### config.mk
export PLATFORM = sky130hd
export DESIGN_NAME = pw_lock_ctrl_flat
export DESIGN_NICKNAME = d
export VERILOG_FILES = /design/src/rtl/pw_lock_ctrl_if.sv /design/src/rtl/pw_lock_ctrl.sv /design/src/flat_wrapper.sv
export SDC_FILE = /design/constraint.sdc
export NUM_CORES = 1
export LEC_CHECK = 0
export CAP_MARGIN = 0
export CELL_PAD_IN_SITES_DETAIL_PLACEMENT = 0
export CELL_PAD_IN_SITES_GLOBAL_PLACEMENT = 1
export CORE_UTILIZATION = 45
export DETAILED_ROUTE_END_ITERATION = 8
export MAX_ROUTING_LAYER = met4
export PLACE_DENSITY_LB_ADDON = 0.1
export SLEW_MARGIN = 40
export SYNTH_ARGS = -nofsm -noshare
export SYNTH_HDL_FRONTEND = slang
export SYNTH_SLANG_ARGS = --single-unit
### constraint.sdc
create_clock -name clk -period 2.8 [get_ports clk]
set_clock_uncertainty 0.1 [all_clocks]
set_input_delay 0.42 -clock clk [delete_from_list [all_inputs] [get_ports clk]]
set_output_delay 0.42 -clock clk [all_outputs]
set_load 0.02 [all_outputs]
### src/rtl/pw_lock_ctrl_if.sv
// Keypad-to-lock-controller bundle: key strobes in, lock status out.
// Latency: none (wires only).
// Backpressure: none; all key inputs are single-cycle strobes.
interface pw_lock_ctrl_if;
  logic       key_valid;
  logic [3:0] key_digit;
  logic       key_enter;
  logic       key_cancel;
  logic       set_req;
  logic       open;
  logic       err;
  logic       alarm;
  logic       set_done;
  logic [3:0] digit_cnt;
  logic [3:0] fail_cnt;
  logic [2:0] state;

  // Keypad side drives the strobes and observes the lock status.
  modport master (
    output key_valid, key_digit, key_enter, key_cancel, set_req,
    input  open, err, alarm, set_done, digit_cnt, fail_cnt, state
  );

  // Controller side consumes the strobes and drives the lock status.
  modport slave (
    input  key_valid, key_digit, key_enter, key_cancel, set_req,
    output open, err, alarm, set_done, digit_cnt, fail_cnt, state
  );
endinterface

### src/rtl/pw_lock_ctrl.sv
// Password lock sequencer: 8-digit entry buffer, stored password, open/fail/lockout/change.
// Latency: key_enter at edge N -> CHECK after N -> open/err/alarm after N+1.
// Backpressure: none; strobes outside the states that use them are silently dropped.
module pw_lock_ctrl #(
  parameter logic [31:0] DEFAULT_PW  = 32'h12345678,
  parameter int          MAX_TRIES   = 3,
  parameter int          OPEN_CYCLES = 500,
  parameter int          LOCK_CYCLES = 1000
) (
  input  logic           clk,
  input  logic           clr,
  pw_lock_ctrl_if.slave  bus
);

  typedef enum logic [2:0] {
    S_IDLE  = 3'd0,
    S_ENTRY = 3'd1,
    S_CHECK = 3'd2,
    S_OPEN  = 3'd3,
    S_FAIL  = 3'd4,
    S_LOCK  = 3'd5,
    S_SET   = 3'd6
  } state_t;

  localparam logic [15:0] OPEN_LOAD = 16'(OPEN_CYCLES - 1);
  localparam logic [15:0] LOCK_LOAD = 16'(LOCK_CYCLES - 1);
  localparam logic [3:0]  TRY_LIMIT = 4'(MAX_TRIES);

  state_t      state_q;
  state_t      state_nxt;
  logic [31:0] entry_buf;
  logic [31:0] pw;
  logic [3:0]  digit_cnt;
  logic [3:0]  fail_cnt;
  logic [15:0] timer;
  logic        open_q;
  logic        err_q;
  logic        alarm_q;
  logic        set_done_q;

  // Control decisions produced alongside the next state.
  logic shift_en;
  logic buf_clr;
  logic load_open;
  logic load_lock;
  logic timer_dec;
  logic fail_up;
  logic fail_zero;
  logic commit;

  logic       match;
  logic [3:0] fail_inc;
  logic       buf_full;

  // A short entry can never match, even if the zero-padded buffer equals pw.
  assign buf_full = (digit_cnt == 4'd8);
  assign match    = buf_full && (entry_buf == pw);
  assign fail_inc = fail_cnt + 4'd1;

  // State register.
  always_ff @(posedge clk) begin
    if (clr) state_q <= S_IDLE;
    else     state_q <= state_nxt;
  end

  // Next-state and datapath control; cancel > enter > digit when strobes coincide.
  always_comb begin
    state_nxt = state_q;
    shift_en  = 1'b0;
    buf_clr   = 1'b0;
    load_open = 1'b0;
    load_lock = 1'b0;
    timer_dec = 1'b0;
    fail_up   = 1'b0;
    fail_zero = 1'b0;
    commit    = 1'b0;
    case (state_q)
      S_IDLE: begin
        if (!bus.key_cancel && !bus.key_enter && bus.key_valid) begin
          shift_en  = 1'b1;
          state_nxt = S_ENTRY;
        end
      end
      S_ENTRY: begin
        if (bus.key_cancel) begin
          buf_clr   = 1'b1;
          state_nxt = S_IDLE;
        end else if (bus.key_enter) begin
          state_nxt = S_CHECK;
        end else if (bus.key_valid && !buf_full) begin
          shift_en = 1'b1;
        end
      end
      S_CHECK: begin
        buf_clr = 1'b1;
        if (match) begin
          fail_zero = 1'b1;
          load_open = 1'b1;
          state_nxt = S_OPEN;
        end else begin
          fail_up = 1'b1;
          if (fail_inc == TRY_LIMIT) begin
            load_lock = 1'b1;
            state_nxt = S_LOCK;
          end else begin
            state_nxt = S_FAIL;
          end
        end
      end
      S_FAIL: begin
        state_nxt = S_IDLE;
      end
      S_OPEN: begin
        if (bus.key_cancel) begin
          state_nxt = S_IDLE;
        end else if (bus.set_req) begin
          state_nxt = S_SET;
        end else if (timer == 16'd0) begin
          state_nxt = S_IDLE;
        end else begin
          timer_dec = 1'b1;
        end
      end
      S_SET: begin
        if (bus.key_cancel) begin
          buf_clr   = 1'b1;
          state_nxt = S_IDLE;
        end else if (bus.key_enter) begin
          buf_clr   = 1'b1;
          commit    = buf_full;
          state_nxt = S_IDLE;
        end else if (bus.key_valid && !buf_full) begin
          shift_en = 1'b1;
        end
      end
      S_LOCK: begin
        if (timer == 16'd0) begin
          fail_zero = 1'b1;
          state_nxt = S_IDLE;
        end else begin
          timer_dec = 1'b1;
        end
      end
      default: begin
        state_nxt = S_IDLE;
      end
    endcase
  end

  // Entry buffer, stored password, shared window timer and failure counter.
  always_ff @(posedge clk) begin
    if (clr) begin
      entry_buf <= 32'd0;
      digit_cnt <= 4'd0;
      pw        <= DEFAULT_PW;
      timer     <= 16'd0;
      fail_cnt  <= 4'd0;
    end else begin
      if (buf_clr) begin
        entry_buf <= 32'd0;
        digit_cnt <= 4'd0;
      end else if (shift_en) begin
        entry_buf <= {entry_buf[27:0], bus.key_digit};
        digit_cnt <= digit_cnt + 4'd1;
      end
      if (commit) pw <= entry_buf;
      if (load_open)      timer <= OPEN_LOAD;
      else if (load_lock) timer <= LOCK_LOAD;
      else if (timer_dec) timer <= timer - 16'd1;
      if (fail_zero)    fail_cnt <= 4'd0;
      else if (fail_up) fail_cnt <= fail_inc;
    end
  end

  // Status outputs registered from the next state so they align with state.
  always_ff @(posedge clk) begin
    if (clr) begin
      open_q     <= 1'b0;
      err_q      <= 1'b0;
      alarm_q    <= 1'b0;
      set_done_q <= 1'b0;
    end else begin
      open_q     <= (state_nxt == S_OPEN);
      err_q      <= (state_nxt == S_FAIL);
      alarm_q    <= (state_nxt == S_LOCK);
      set_done_q <= commit;
    end
  end

  assign bus.open      = open_q;
  assign bus.err       = err_q;
  assign bus.alarm     = alarm_q;
  assign bus.set_done  = set_done_q;
  assign bus.digit_cnt = digit_cnt;
  assign bus.fail_cnt  = fail_cnt;
  assign bus.state     = state_q;

endmodule

### src/flat_wrapper.sv
// flat-port wrapper written by rule: the top's interface ports become plain ports
module pw_lock_ctrl_flat 
#(
  parameter logic [31:0] DEFAULT_PW  = 32'h12345678,
  parameter int          MAX_TRIES   = 3,
  parameter int          OPEN_CYCLES = 500,
  parameter int          LOCK_CYCLES = 1000
)
  (clk, clr, bus_key_valid, bus_key_digit, bus_key_enter, bus_key_cancel, bus_set_req, bus_open, bus_err, bus_alarm, bus_set_done, bus_digit_cnt, bus_fail_cnt, bus_state);
  pw_lock_ctrl_if bus_i ();
  input  logic clk;
  input  logic clr;
  input wire logic [$bits(bus_i.key_valid)-1:0] bus_key_valid;
  input wire logic [$bits(bus_i.key_digit)-1:0] bus_key_digit;
  input wire logic [$bits(bus_i.key_enter)-1:0] bus_key_enter;
  input wire logic [$bits(bus_i.key_cancel)-1:0] bus_key_cancel;
  input wire logic [$bits(bus_i.set_req)-1:0] bus_set_req;
  output wire logic [$bits(bus_i.open)-1:0] bus_open;
  output wire logic [$bits(bus_i.err)-1:0] bus_err;
  output wire logic [$bits(bus_i.alarm)-1:0] bus_alarm;
  output wire logic [$bits(bus_i.set_done)-1:0] bus_set_done;
  output wire logic [$bits(bus_i.digit_cnt)-1:0] bus_digit_cnt;
  output wire logic [$bits(bus_i.fail_cnt)-1:0] bus_fail_cnt;
  output wire logic [$bits(bus_i.state)-1:0] bus_state;
  assign bus_i.key_valid = bus_key_valid;
  assign bus_i.key_digit = bus_key_digit;
  assign bus_i.key_enter = bus_key_enter;
  assign bus_i.key_cancel = bus_key_cancel;
  assign bus_i.set_req = bus_set_req;
  assign bus_open = bus_i.open;
  assign bus_err = bus_i.err;
  assign bus_alarm = bus_i.alarm;
  assign bus_set_done = bus_i.set_done;
  assign bus_digit_cnt = bus_i.digit_cnt;
  assign bus_fail_cnt = bus_i.fail_cnt;
  assign bus_state = bus_i.state;
  pw_lock_ctrl #(.DEFAULT_PW(DEFAULT_PW), .MAX_TRIES(MAX_TRIES), .OPEN_CYCLES(OPEN_CYCLES), .LOCK_CYCLES(LOCK_CYCLES)) u_core (.clk(clk), .clr(clr), .bus(bus_i));
endmodule
==> impl_results.md <==
* Number of hold buffers added after cts at 0
* Area of the mapped netlist at 4310 µm²
* Per-cell routed wire length at 14.2 µm
* Number of buffers inserted by port buffering at 24
* Register bit count reported by yosys at 95
* Peak clock frequency supported by timing at 412 MHz
* Total cell area at the placement stage at 4730 µm²
* Post-synth net total at 509
* Routed Antenna Nets at 0
* Fraction of power spent switching nets at 22.7%
* Global-route total usage across every layer at 20.3%
* Core area at 9240 µm²
* Crit Path Max Fanout at 8
* Status: finished, final reports clean
* CTS Buffer Depth at 2
* Switching Power at 0.000566 W
* Post-CTS setup-driven buffer insertion count at 0
* Slew of the pin with the lowest slew margin at 0.555 ns
* Overall die area at 9970 µm²
* Ratio of cells with drive above 1 in the final layout at 8.38%
* Required time of the worst setup path at 2.94 ns
* Internal Power at 0.00193 W
* Synth warn at 0
* Crit path cell chain: inv_1 -> ha_1 -> nand3b_4 -> or4_1 -> nor2_1 -> nand3_1 -> a21oi_1 -> nor4b_2
* Final cell count without fillers at 654
* Peak supply drop at 0.306 mV
* First-pass GRT wire length at 15500 µm
* CTS tree: built
* Remaining design rule violation count at 0
* Crit path launch type: flop
* Final critical-path share of the clock period at 86.6%
* Total CTS buffers at 9
* Unrepaired setup endpoints after global routing: false
* Sink Count at 95
* Final design area excluding fillers at 4960 µm²
* Depth of the CTS H-tree at 3
* Fraction of power consumed by sequential logic at 54.5%
* Peak per-stage delay on the critical path at 0.53 ns
* Relative slew slack at 62.6%
* Leakage power total at 2.01 nW
* Clock latency reported for the late side of the worst-skew pair at 0.36 ns
* Drt first-iter violations at 129
* Total power per unit cell area at 503 nW/µm²
* Arrival time at the worst endpoint at 2.57 ns
* Share of total power in combinational logic at 3.9%
* Final min period at 2.43 ns
* I/O pin count at 25
* Critical path endpoint category: flop
* Category of the critical setup timing path: reg2reg
* Initial antenna violation count at 0
* Length of the first detailed-routing pass in iterations at 4
* Clock tree root buffer cell: sky130_fd_sc_hd__clkbuf_8
* Width of the chip at 99.8 µm
* Clock-pin slew of the registers on the worst-case setup and hold paths at 0.10 ns
* Total number of nets in the final design at 536
* Type of the most critical hold path: reg2reg
* Final Setup Violations at 0
* PostCTS Resize Cnt at 0
* Critical-path top delay cell: sky130_fd_sc_hd__or4_1
* Final setup TNS at 0 ns
* Antenna diode count at 0
* Portion of total power attributed to the clock network at 41.6%
* Pin count of the biggest net entering global routing at 37
* Routed Wire Length at 9280 µm
* Via count at 3392
* Number of cells in the design after placement at 638
* Die height at 99.8 µm
* Hold Worst Slack at 0.366 ns
* Average cell area after synthesis at 8.74 µm²
* DPL Wire Length at 6400 µm
* Distinct cell type count of the synthesized netlist at 54
* Area growth, synth to finish at 15.1%
* Global placer's final weighted congestion at 0.812
* Initial cell density of the core at 46.6%
* Number of cell rows at 35
* Synthesized instance count at 493
* Overflow after GRT at 0
* Number of global-route vias before repair at 3112
* Seq/Total Area, Yosys at 44.1%
* Final number of hold-violating endpoints at 0
* Vias per cell at 5.19
* Count of pins over their slew limit at 0
* Reported max-cap violation count at 0
==> cell usage in the layout (no fill, tap or decap), drive strengths merged, types with 3 or more instances in the layout <==
cell	n
nor4	12
or4	5
inv	9
nand3b	6
clkbuf	10
nand4	5
or3	5
xnor2	26
nand2b	4
nand3	21
a21oi	33
nand2	86
clkdlybuf4s50	24
o21ai	6
nor2b	3
ha	6
nor2	60
nor3	7
xor2	23
dfxtp	95
mux2i	33
buf	13
==> cells in the mapped netlist (all sizes together) <==
master / number / area, µm²
nand3: 21 / 105
nand2b: 4 / 25.0
or2: 1 / 6.26
o21a: 2 / 15.0
a32oi: 1 / 8.76
clkinv: 1 / 3.75
o31ai: 1 / 7.51
nor2b: 3 / 18.8
mux2i: 33 / 330
a21oi: 33 / 169
buf: 8 / 53.8
a221o: 1 / 10.0
and4: 1 / 8.76
nand3b: 6 / 57.6
o22ai: 1 / 6.26
inv: 8 / 30.0
nor4: 12 / 109
nand2: 86 / 323
xor2: 23 / 201
a211oi: 2 / 15.0
nand4: 5 / 31.3
a21boi: 2 / 18.8
xnor2: 26 / 228
a32o: 1 / 10.0
nand4b: 2 / 17.5
or3: 5 / 31.3
o32a: 1 / 10.0
a31oi: 1 / 6.26
nor3: 7 / 35.0
dfxtp: 95 / 1900
o221ai: 1 / 8.76
nor4b: 2 / 23.8
or4: 5 / 37.5
and2: 2 / 15.0
clkbuf: 13 / 48.8
ha: 6 / 75.1
a21o: 1 / 7.51
o21ai: 6 / 30.0
o2111ai: 1 / 8.76
nor2: 60 / 228
a221oi: 2 / 23.8
nor3b: 1 / 7.51
==> kinds of logic (layout without fill, tap and decap cells) <==
group / after synthesis / in the layout / share of synthesized area [%]
AND/OR/NAND/NOR: 223 / 223 / 25.1
AO/OA/AOI/OAI: 57 / 57 / 8.25
flip-flops: 95 / 95 / 44.1
buffers and inverters: 30 / 62 / 3.17
adder cells (fa/ha/maj): 6 / 6 / 1.74
XOR/XNOR: 49 / 49 / 9.96
multiplexers: 33 / 33 / 7.67
==> critical path, delay by kind of cell (launching register included) <==
kind                     cells  cell delay (ns)
AO/OA/AOI/OAI                1             0.36
adder cells (fa/ha/maj)      1             0.21
buffers and inverters        1             0.09
flip-flops                   1             0.35
AND/OR/NAND/NOR              5             1.20
==> sequential cells by signal, indices dropped and copies added (netlist names) <==
name                  count
u_core.entry_buf         32
u_core.pw                32
u_core.timer             16
u_core.bus.digit_cnt      4
u_core.bus.fail_cnt       4
u_core.bus.state          3
u_core.bus.alarm          1
u_core.bus.err            1
u_core.bus.open           1
u_core.bus.set_done       1
==> power by group through the flow <==
stage	combinational [W]	sequential [W]	clock [W]
global placement	0.0000983	0.00139	0
detailed placement	0.0000980	0.00139	0
global route	0.000106	0.00136	0.00112
finish	0.0000972	0.00136	0.00104
CTS	0.0000985	0.00136	0.00107
floorplan	0.0000564	0.00139	0
==> final cells by class <==
class                           instances  area [µm²]
Clock inverter                          6        92.6
Tap cell                              129         161
Fill cell                             888        4280
Timing Repair Buffer                   37         350
Multi-Input combinational cell        368        2280
Clock buffer                           10         138
Sequential cell                        95        1900
Inverter                                9        33.8
==> path summary, 6_finish.rpt <==
check | depth (start not counted) | start | end | slack (ns)
max | 8 | u_core.bus.digit_cnt[0]$_SDFFE_PP0P_ | u_core.bus.err$_SDFF_PP0_ | 0.37
min | 2 | u_core.pw[30]$_SDFFE_PP0P_ | u_core.pw[30]$_SDFFE_PP0P_ | 0.37
max reg2reg | 8 | u_core.bus.digit_cnt[0]$_SDFFE_PP0P_ | u_core.bus.err$_SDFF_PP0_ | 0.37
min reg2reg | 2 | u_core.pw[30]$_SDFFE_PP0P_ | u_core.pw[30]$_SDFFE_PP0P_ | 0.37
==> per-stage QoR <==
| step | setup WS (ns) | power, W | utilization (%) |
|---|---|---|---|
| 6_report | 0.374 | 0.00249 | 53.7 |
| 5_1_grt | 0.194 | 0.00258 | 53.7 |
| 4_1_cts | 0.334 | 0.00253 | 53.7 |
| 3_5_place_dp | 0.134 | 0.00149 | 51.2 |
| 3_3_place_gp | 0.173 | 0.00149 | 51.2 |
| 2_1_floorplan | 0.563 | 0.00145 | - |
==> layer usage <==
metal | GRT usage [%] | wire length, µm | up-vias
li1 | - | - | 1731
met1 | 28.5 | 4850 | 1604
met2 | 29.9 | 4040 | 46
met3 | 3.13 | 272 | 11
met4 | 6.22 | 119 | 0
met5 | - | 0 | -
Power figures use the tool's default switching activity.
